[src/rtl/fp_pkg.sv]
// Shared floating-point definitions for the MAC datapath: operand classes,
// exponent constants, canonical NaN and exception-flag bit positions.
package fp_pkg;

  typedef enum logic [1:0] {
    FP_ZERO,
    FP_NORM,
    FP_INF,
    FP_NAN
  } fp_class_e;

  localparam int FLAGS_W        = 4;
  localparam int FLAG_INVALID   = 3;
  localparam int FLAG_OVERFLOW  = 2;
  localparam int FLAG_UNDERFLOW = 1;
  localparam int FLAG_INEXACT   = 0;

  function automatic int fp_bias(input int exp_w);
    return (1 << (exp_w - 1)) - 1;
  endfunction

  function automatic int fp_exp_max(input int exp_w);
    return (1 << exp_w) - 1;
  endfunction

  // Quiet NaN {0, all-ones exponent, 1, 0...}; callers keep the low W bits.
  function automatic logic [63:0] fp_canon_nan(input int exp_w, input int man_w);
    logic [63:0] v;
    v = 64'(fp_exp_max(exp_w)) << man_w;
    v = v | (64'd1 << (man_w - 1));
    return v;
  endfunction

endpackage

[src/rtl/fp_round_rne.sv]
// Round-to-nearest-even on a normalised mantissa with guard/sticky bits.
// A carry out means the mantissa wrapped to zero and the exponent must step up.
module fp_round_rne #(
  parameter int MAN_W = 23
) (
  input  logic [MAN_W-1:0] mant,
  input  logic             guard,
  input  logic             sticky,
  output logic [MAN_W-1:0] mant_rnd,
  output logic             carry,
  output logic             inexact
);

  logic inc;

  assign inc                 = guard & (sticky | mant[0]);
  assign {carry, mant_rnd}   = {1'b0, mant} + {{MAN_W{1'b0}}, inc};
  assign inexact             = guard | sticky;

endmodule

[src/rtl/fp_mul_pipe.sv]
// Three-stage IEEE-754 multiplier (unpack, normalise/round, pack) with
// DAZ/FTZ, RNE rounding, special-value handling and exception flags.
module fp_mul_pipe
  import fp_pkg::*;
#(
  parameter int EXP_W = 8,
  parameter int MAN_W = 23
) (
  input  logic                   clk,
  input  logic                   rst,
  input  logic                   in_valid,
  output logic                   in_ready,
  input  logic [EXP_W+MAN_W:0]   in_a,
  input  logic [EXP_W+MAN_W:0]   in_b,
  output logic                   out_valid,
  input  logic                   out_ready,
  output logic [EXP_W+MAN_W:0]   out_res,
  output logic [FLAGS_W-1:0]     out_flags
);

  localparam int W  = 1 + EXP_W + MAN_W;
  localparam int PW = 2 * (MAN_W + 1);
  localparam int XW = EXP_W + 2;

  localparam logic signed [XW-1:0] BIAS     = XW'(fp_bias(EXP_W));
  localparam logic signed [XW-1:0] EXP_MAX  = XW'(fp_exp_max(EXP_W));
  localparam logic signed [XW-1:0] EXP_ONE  = 1;
  localparam logic signed [XW-1:0] EXP_ZERO = 0;
  localparam logic [63:0]          QNAN64   = fp_canon_nan(EXP_W, MAN_W);
  localparam logic [W-1:0]         QNAN     = QNAN64[W-1:0];

  function automatic fp_class_e classify(input logic [EXP_W-1:0] e,
                                         input logic [MAN_W-1:0] m);
    if (e == '0) return FP_ZERO;
    if (e == '1) return (m == '0) ? FP_INF : FP_NAN;
    return FP_NORM;
  endfunction

  // Handshake: an operand transfers when in_valid & in_ready. The whole pipe
  // advances (bubbles included) whenever the output slot is empty or being
  // consumed; otherwise every stage holds and out_res/out_flags stay stable.
  logic adv;
  assign adv      = !out_valid || out_ready;
  assign in_ready = adv;

  logic               sa, sb;
  logic [EXP_W-1:0]   ea, eb;
  logic [MAN_W-1:0]   ma, mb;
  assign {sa, ea, ma} = in_a;
  assign {sb, eb, mb} = in_b;

  logic                    s1_valid;
  logic                    s1_sign;
  fp_class_e               s1_cls_a, s1_cls_b;
  logic signed [XW-1:0]    s1_exp;
  logic [PW-1:0]           s1_prod;

  always_ff @(posedge clk or posedge rst) begin
    if (rst) begin
      s1_valid <= 1'b0;
      s1_sign  <= 1'b0;
      s1_cls_a <= FP_ZERO;
      s1_cls_b <= FP_ZERO;
      s1_exp   <= '0;
      s1_prod  <= '0;
    end else if (adv) begin
      s1_valid <= in_valid;
      s1_sign  <= sa ^ sb;
      s1_cls_a <= classify(ea, ma);
      s1_cls_b <= classify(eb, mb);
      s1_exp   <= $signed({2'b00, ea}) + $signed({2'b00, eb}) - BIAS;
      s1_prod  <= PW'({1'b1, ma}) * PW'({1'b1, mb});
    end
  end

  // Normalise so the leading one sits at PW-1; the hidden bit is then dropped.
  logic [PW-1:0]           norm;
  logic signed [XW-1:0]    exp_n;
  logic [MAN_W-1:0]        mant_n, mant_r;
  logic                    guard, sticky, carry, inexact;

  assign norm   = s1_prod[PW-1] ? s1_prod : (s1_prod << 1);
  assign exp_n  = s1_prod[PW-1] ? s1_exp + EXP_ONE : s1_exp;
  assign mant_n = norm[PW-2 -: MAN_W];
  assign guard  = norm[PW-2-MAN_W];
  assign sticky = |norm[PW-3-MAN_W:0];

  fp_round_rne #(.MAN_W(MAN_W)) u_round (
    .mant     (mant_n),
    .guard    (guard),
    .sticky   (sticky),
    .mant_rnd (mant_r),
    .carry    (carry),
    .inexact  (inexact)
  );

  logic                    s2_valid;
  logic                    s2_sign;
  fp_class_e               s2_cls_a, s2_cls_b;
  logic signed [XW-1:0]    s2_exp;
  logic [MAN_W-1:0]        s2_mant;
  logic                    s2_inexact;

  always_ff @(posedge clk or posedge rst) begin
    if (rst) begin
      s2_valid   <= 1'b0;
      s2_sign    <= 1'b0;
      s2_cls_a   <= FP_ZERO;
      s2_cls_b   <= FP_ZERO;
      s2_exp     <= '0;
      s2_mant    <= '0;
      s2_inexact <= 1'b0;
    end else if (adv) begin
      s2_valid   <= s1_valid;
      s2_sign    <= s1_sign;
      s2_cls_a   <= s1_cls_a;
      s2_cls_b   <= s1_cls_b;
      s2_exp     <= carry ? exp_n + EXP_ONE : exp_n;
      s2_mant    <= mant_r;
      s2_inexact <= inexact;
    end
  end

  logic [W-1:0]       res_n;
  logic [FLAGS_W-1:0] flags_n;
  logic               any_nan, any_inf, any_zero;

  assign any_nan  = (s2_cls_a == FP_NAN)  || (s2_cls_b == FP_NAN);
  assign any_inf  = (s2_cls_a == FP_INF)  || (s2_cls_b == FP_INF);
  assign any_zero = (s2_cls_a == FP_ZERO) || (s2_cls_b == FP_ZERO);

  always_comb begin
    res_n   = '0;
    flags_n = '0;
    if (any_nan) begin
      res_n = QNAN;
    end else if (any_inf && any_zero) begin
      res_n                 = QNAN;
      flags_n[FLAG_INVALID] = 1'b1;
    end else if (any_inf) begin
      res_n = {s2_sign, {EXP_W{1'b1}}, {MAN_W{1'b0}}};
    end else if (any_zero) begin
      res_n = {s2_sign, {(W-1){1'b0}}};
    end else if (s2_exp >= EXP_MAX) begin
      res_n                  = {s2_sign, {EXP_W{1'b1}}, {MAN_W{1'b0}}};
      flags_n[FLAG_OVERFLOW] = 1'b1;
      flags_n[FLAG_INEXACT]  = 1'b1;
    end else if (s2_exp <= EXP_ZERO) begin
      res_n                   = {s2_sign, {(W-1){1'b0}}};
      flags_n[FLAG_UNDERFLOW] = 1'b1;
      flags_n[FLAG_INEXACT]   = 1'b1;
    end else begin
      res_n                 = {s2_sign, s2_exp[EXP_W-1:0], s2_mant};
      flags_n[FLAG_INEXACT] = s2_inexact;
    end
  end

  always_ff @(posedge clk or posedge rst) begin
    if (rst) begin
      out_valid <= 1'b0;
      out_res   <= '0;
      out_flags <= '0;
    end else if (adv) begin
      out_valid <= s2_valid;
      out_res   <= res_n;
      out_flags <= flags_n;
    end
  end

endmodule

[config.mk]
export PLATFORM = sky130hd
export DESIGN_NAME = fp_mul_pipe
export DESIGN_NICKNAME = d
export VERILOG_FILES = /design/src/rtl/fp_pkg.sv /design/src/rtl/fp_round_rne.sv /design/src/rtl/fp_mul_pipe.sv
export SDC_FILE = /design/constraint.sdc
export NUM_CORES = 2
export LEC_CHECK = 0
export CORE_ASPECT_RATIO = 0.5
export CORE_MARGIN = 4
export CORE_UTILIZATION = 45
export CTS_BUF_LIST = sky130_fd_sc_hd__clkbuf_2 sky130_fd_sc_hd__clkbuf_4 sky130_fd_sc_hd__clkbuf_8
export DETAILED_ROUTE_END_ITERATION = 7
export PLACE_DENSITY = 0.68
export SYNTH_ARGS = -nofsm -noshare
export SYNTH_HDL_FRONTEND = slang
export SYNTH_SLANG_ARGS = --single-unit
export TNS_END_PERCENT = 10
[constraint.sdc]
create_clock -name clk -period 6.2 [get_ports clk]
set_input_delay 1.24 -clock clk [delete_from_list [all_inputs] [get_ports clk]]
set_output_delay 1.24 -clock clk [all_outputs]
set_load 0.1 [all_outputs]
==> key figures <==
Status
  • Status: finished with violations
  • Failing checks: setup timing

Cells and area
  • Fraction of layout cells with a size suffix above 1: 0.232
  • Final Non-Filler Cells: between 4000 and 5000
  • Nets@finish: approximately 4100
  • P&R area growth vs syn: 28.1%
  • ANT cells: 0

Setup path
  • FF-to-FF path depth: 11
  • Worst Path Required: approximately 6500 ps
  • Worst r2r src: s1_prod[47]
  • Crit-path most repeated cell: fa_1
  • Crit path arrival time: between 7000 and 8000 ps
  • Worst Setup SP: in_b[14]
  • Levels on crit path: 28
  • Worst setup EP type: flip-flop
  • Maximum fanout along the worst path: 6
  • WS Path Type: primary input to flip-flop
  • Crit-path max cell delay: 540 ps
  • CP delay by family, top: adder cells
  • Critical path launch point type: primary input
  • Highest-delay cell along the critical path: fa_1
  • CP bufs+invs: 12

Route
  • Final wirelength: 78700 microns
  • 1st-pass router iterations: 5
  • Antenna Nets Post-Route: 0
  • Average vias per placed instance: 5.29
  • DRC errors left: 0
  • Via count: roughly 22000
  • Drt initial violations: around 1800
  • Routed wire length per instance: 19.2 microns

Synth
  • Main area contributors after synthesis: fa_1 (38%), dfrtp_1 (14%), ha_1 (9.3%)
  • Synth top area share: 0.375
  • Distinct cells, synth: 65
  • Flops & latches, synth: approximately 140
  • Syn Nets: ~3600
  • Synth warnings: 0
  • Ys async rst share: 1.00
  • EDFF count, synth: 0
  • Netlist Area Pre-Place: between 0.02 and 0.03 sq mm
  • Sequential cell area fraction in the yosys report: 0.137
  • Mean Syn Cell Area: about 8.9 sq um
  • Synth top cells by count: inv_1 (583), fa_1 (483), nand2_1 (408), and2_1 (248), ha_1 (191)
  • Ys flop type: dfrtp_1
  • Most frequent cell after synthesis: inv_1
  • Area leader, netlist: fa_1
  • Syn Inst Count: around 2900

Worst hold path
  • HP Start: s2_valid
  • Hold Crit Class: flip-flop to flip-flop
  • Hold path depth: 2

Clock network
  • CTS root buf: clkbuf_8
  • CTS tree: yes
  • H-tree lvl count: 4
  • Clock Latency Late Sink: between 400 and 500 ps
  • Clk buf depth: 2
  • Number of CTS-inserted buffers: 17
  • Hold-fix buffer count after cts: 0
  • Clock Sink Count: between 100 and 150
  • Clk slew on worst S/H paths: approximately 90 ps

GRT
  • Initial antenna violation count: 0
  • M2 GR Usage: 0.411
  • Total Routing Usage GR: 0.261
  • Met3 usage: 0.0599
  • Met1 Usage GRT: 0.359
  • Pin count of the biggest net entering global routing: 93
  • Grt peak-use layer: met2
  • First-pass GRT wire length: between 100000 and 150000 microns
  • GRT overflow: 0
  • Vias in the first global route: between 20000 and 25000

STA
  • Hold Vio Cnt, Final: 0
  • Slew headroom: 0.254
  • Max Slew Vio Count: 0
  • Final Worst Setup Slack: -966 ps
  • Post-route minimum period: 7170 ps
  • Clock skew: around 11 ps
  • Fin crit share: 1.16
  • RSZ-0062 raised after global routing: yes
  • Worst-margin pin slew: 1120 ps
  • Max Clock Freq: 0.140 GHz
  • Setup Viol. Count Final: 33

Die
  • DIE AREA: 0.0614 sq mm
  • Core ar.: approximately 0.056 sq mm
  • Initial Utilization: 0.459
  • Cell row count: 61
  • Ports: between 100 and 150
  • Die Y: roughly 180 microns
  • Die Width: roughly 350 microns

Placed design
  • Hpwl dp: 60000 microns
  • IO buf count: roughly 110
  • Placed Cells: 3929
  • Gpl congestion: approximately 0.96

Flow run
  • Max_cap viols: 0
==> layout make-up <==
class | count | area [sq um]
Clock buffer | 18 | 248
Clock inverter | 14 | 149
Fill cell | 4682 | 23100
Inverter | 587 | 2240
Multi-Input combinational cell | 2036 | 20600
Sequential cell | 141 | 3530
Tap cell | 756 | 946
Timing Repair Buffer | 540 | 5320
==> kinds of logic after synthesis <==
| group | Yosys count | synth area share |
|---|---|---|
| AND/OR/NAND/NOR | 951 | 0.179 |
| buffers and inverters | 730 | 0.107 |
| adder cells (fa/ha/maj) | 674 | 0.468 |
| AO/OA/AOI/OAI | 305 | 0.0726 |
| flip-flops | 141 | 0.137 |
| XOR/XNOR | 92 | 0.0313 |
| multiplexers | 14 | 0.00563 |
==> layout by cell type (no fill, tap or decap), drive strengths merged, types with 6 or more instances in the layout <==
master / n
xnor2: 46
nand3: 34
dlygate4sd2: 6
clkdlybuf4s50: 58
a31oi: 10
and3: 14
o21ai: 74
xor2: 46
buf: 452
a211oi: 8
a22o: 27
a21oi: 119
o21bai: 8
inv: 592
nand4: 28
a21o: 14
clkbuf: 29
and2: 249
bufbuf: 8
o21a: 10
dfrtp: 141
ha: 191
nor3: 14
mux2i: 10
nor2b: 9
nand2b: 6
nand2: 409
fa: 483
nor4: 24
nor2: 138
==> worst reg2reg max path, cell delays in order, from the launching register on <==
cell and delay (ps):
dfrtp_2 740, nand2b_1 410, a21boi_0 240, ha_1 250
nor4b_2 310, o211ai_1 280, nor4b_1 490, and3_1 310
o2111ai_1 150, xnor2_1 170, mux2i_1 150, a21oi_1 80
==> path summary, 6_finish.rpt <==
path | endpoint | slack, ps
max | s1_prod[36] | -970
min | s2_valid | 470
max reg2reg | s2_mant[22] | 2480
min reg2reg | s2_valid | 470
max in group asynchronous | s1_sign | 3670
min in group asynchronous | out_res[14] | 1270
==> what timing repair did <==
action / 4_1_cts / 5_1_grt
cloned: 12 / 3
pin swaps: 140 / 125
setup buffers: 108 / 14
endpoints found under the setup margin: 38 / 38
gates resized for setup: 353 / 181
==> routing by layer <==
layer / wire length (microns) / vias to the layer above
met2: 34300 / 959
met3: 7530 / 172
met1: 33900 / 10792
met4: 2930 / 0
li1: - / 9706
met5: 0 / -
==> state kept, by name, summed over array words and instances (netlist names) <==
register    cells
out_flags       4
out_res        32
out_valid       1
s1_cls_a        2
s1_cls_b        2
s1_exp         10
s1_prod        48
s1_sign         1
s1_valid        1
s2_cls_a        2
s2_cls_b        2
s2_exp         10
s2_inexact      1
s2_mant        23
s2_sign         1
s2_valid        1
==> stage by stage <==
step | cell area, sq um | hold WS, ps | TNS, ps | utilization | setup WS, ps
2_1_floorplan | 26300 | 430 | -15870 | - | -925
3_3_place_gp | 30100 | 446 | -53070 | 0.536 | -1720
3_5_place_dp | 30100 | 457 | -55430 | 0.536 | -1830
4_1_cts | 32600 | 477 | -21070 | 0.581 | -966
5_1_grt | 33000 | 504 | -26880 | 0.589 | -1150
6_report | 33000 | 467 | -20900 | 0.589 | -966
Power is not shown: default switching activity piles up to over one toggle a cycle in this logic, so the estimate is an artifact.
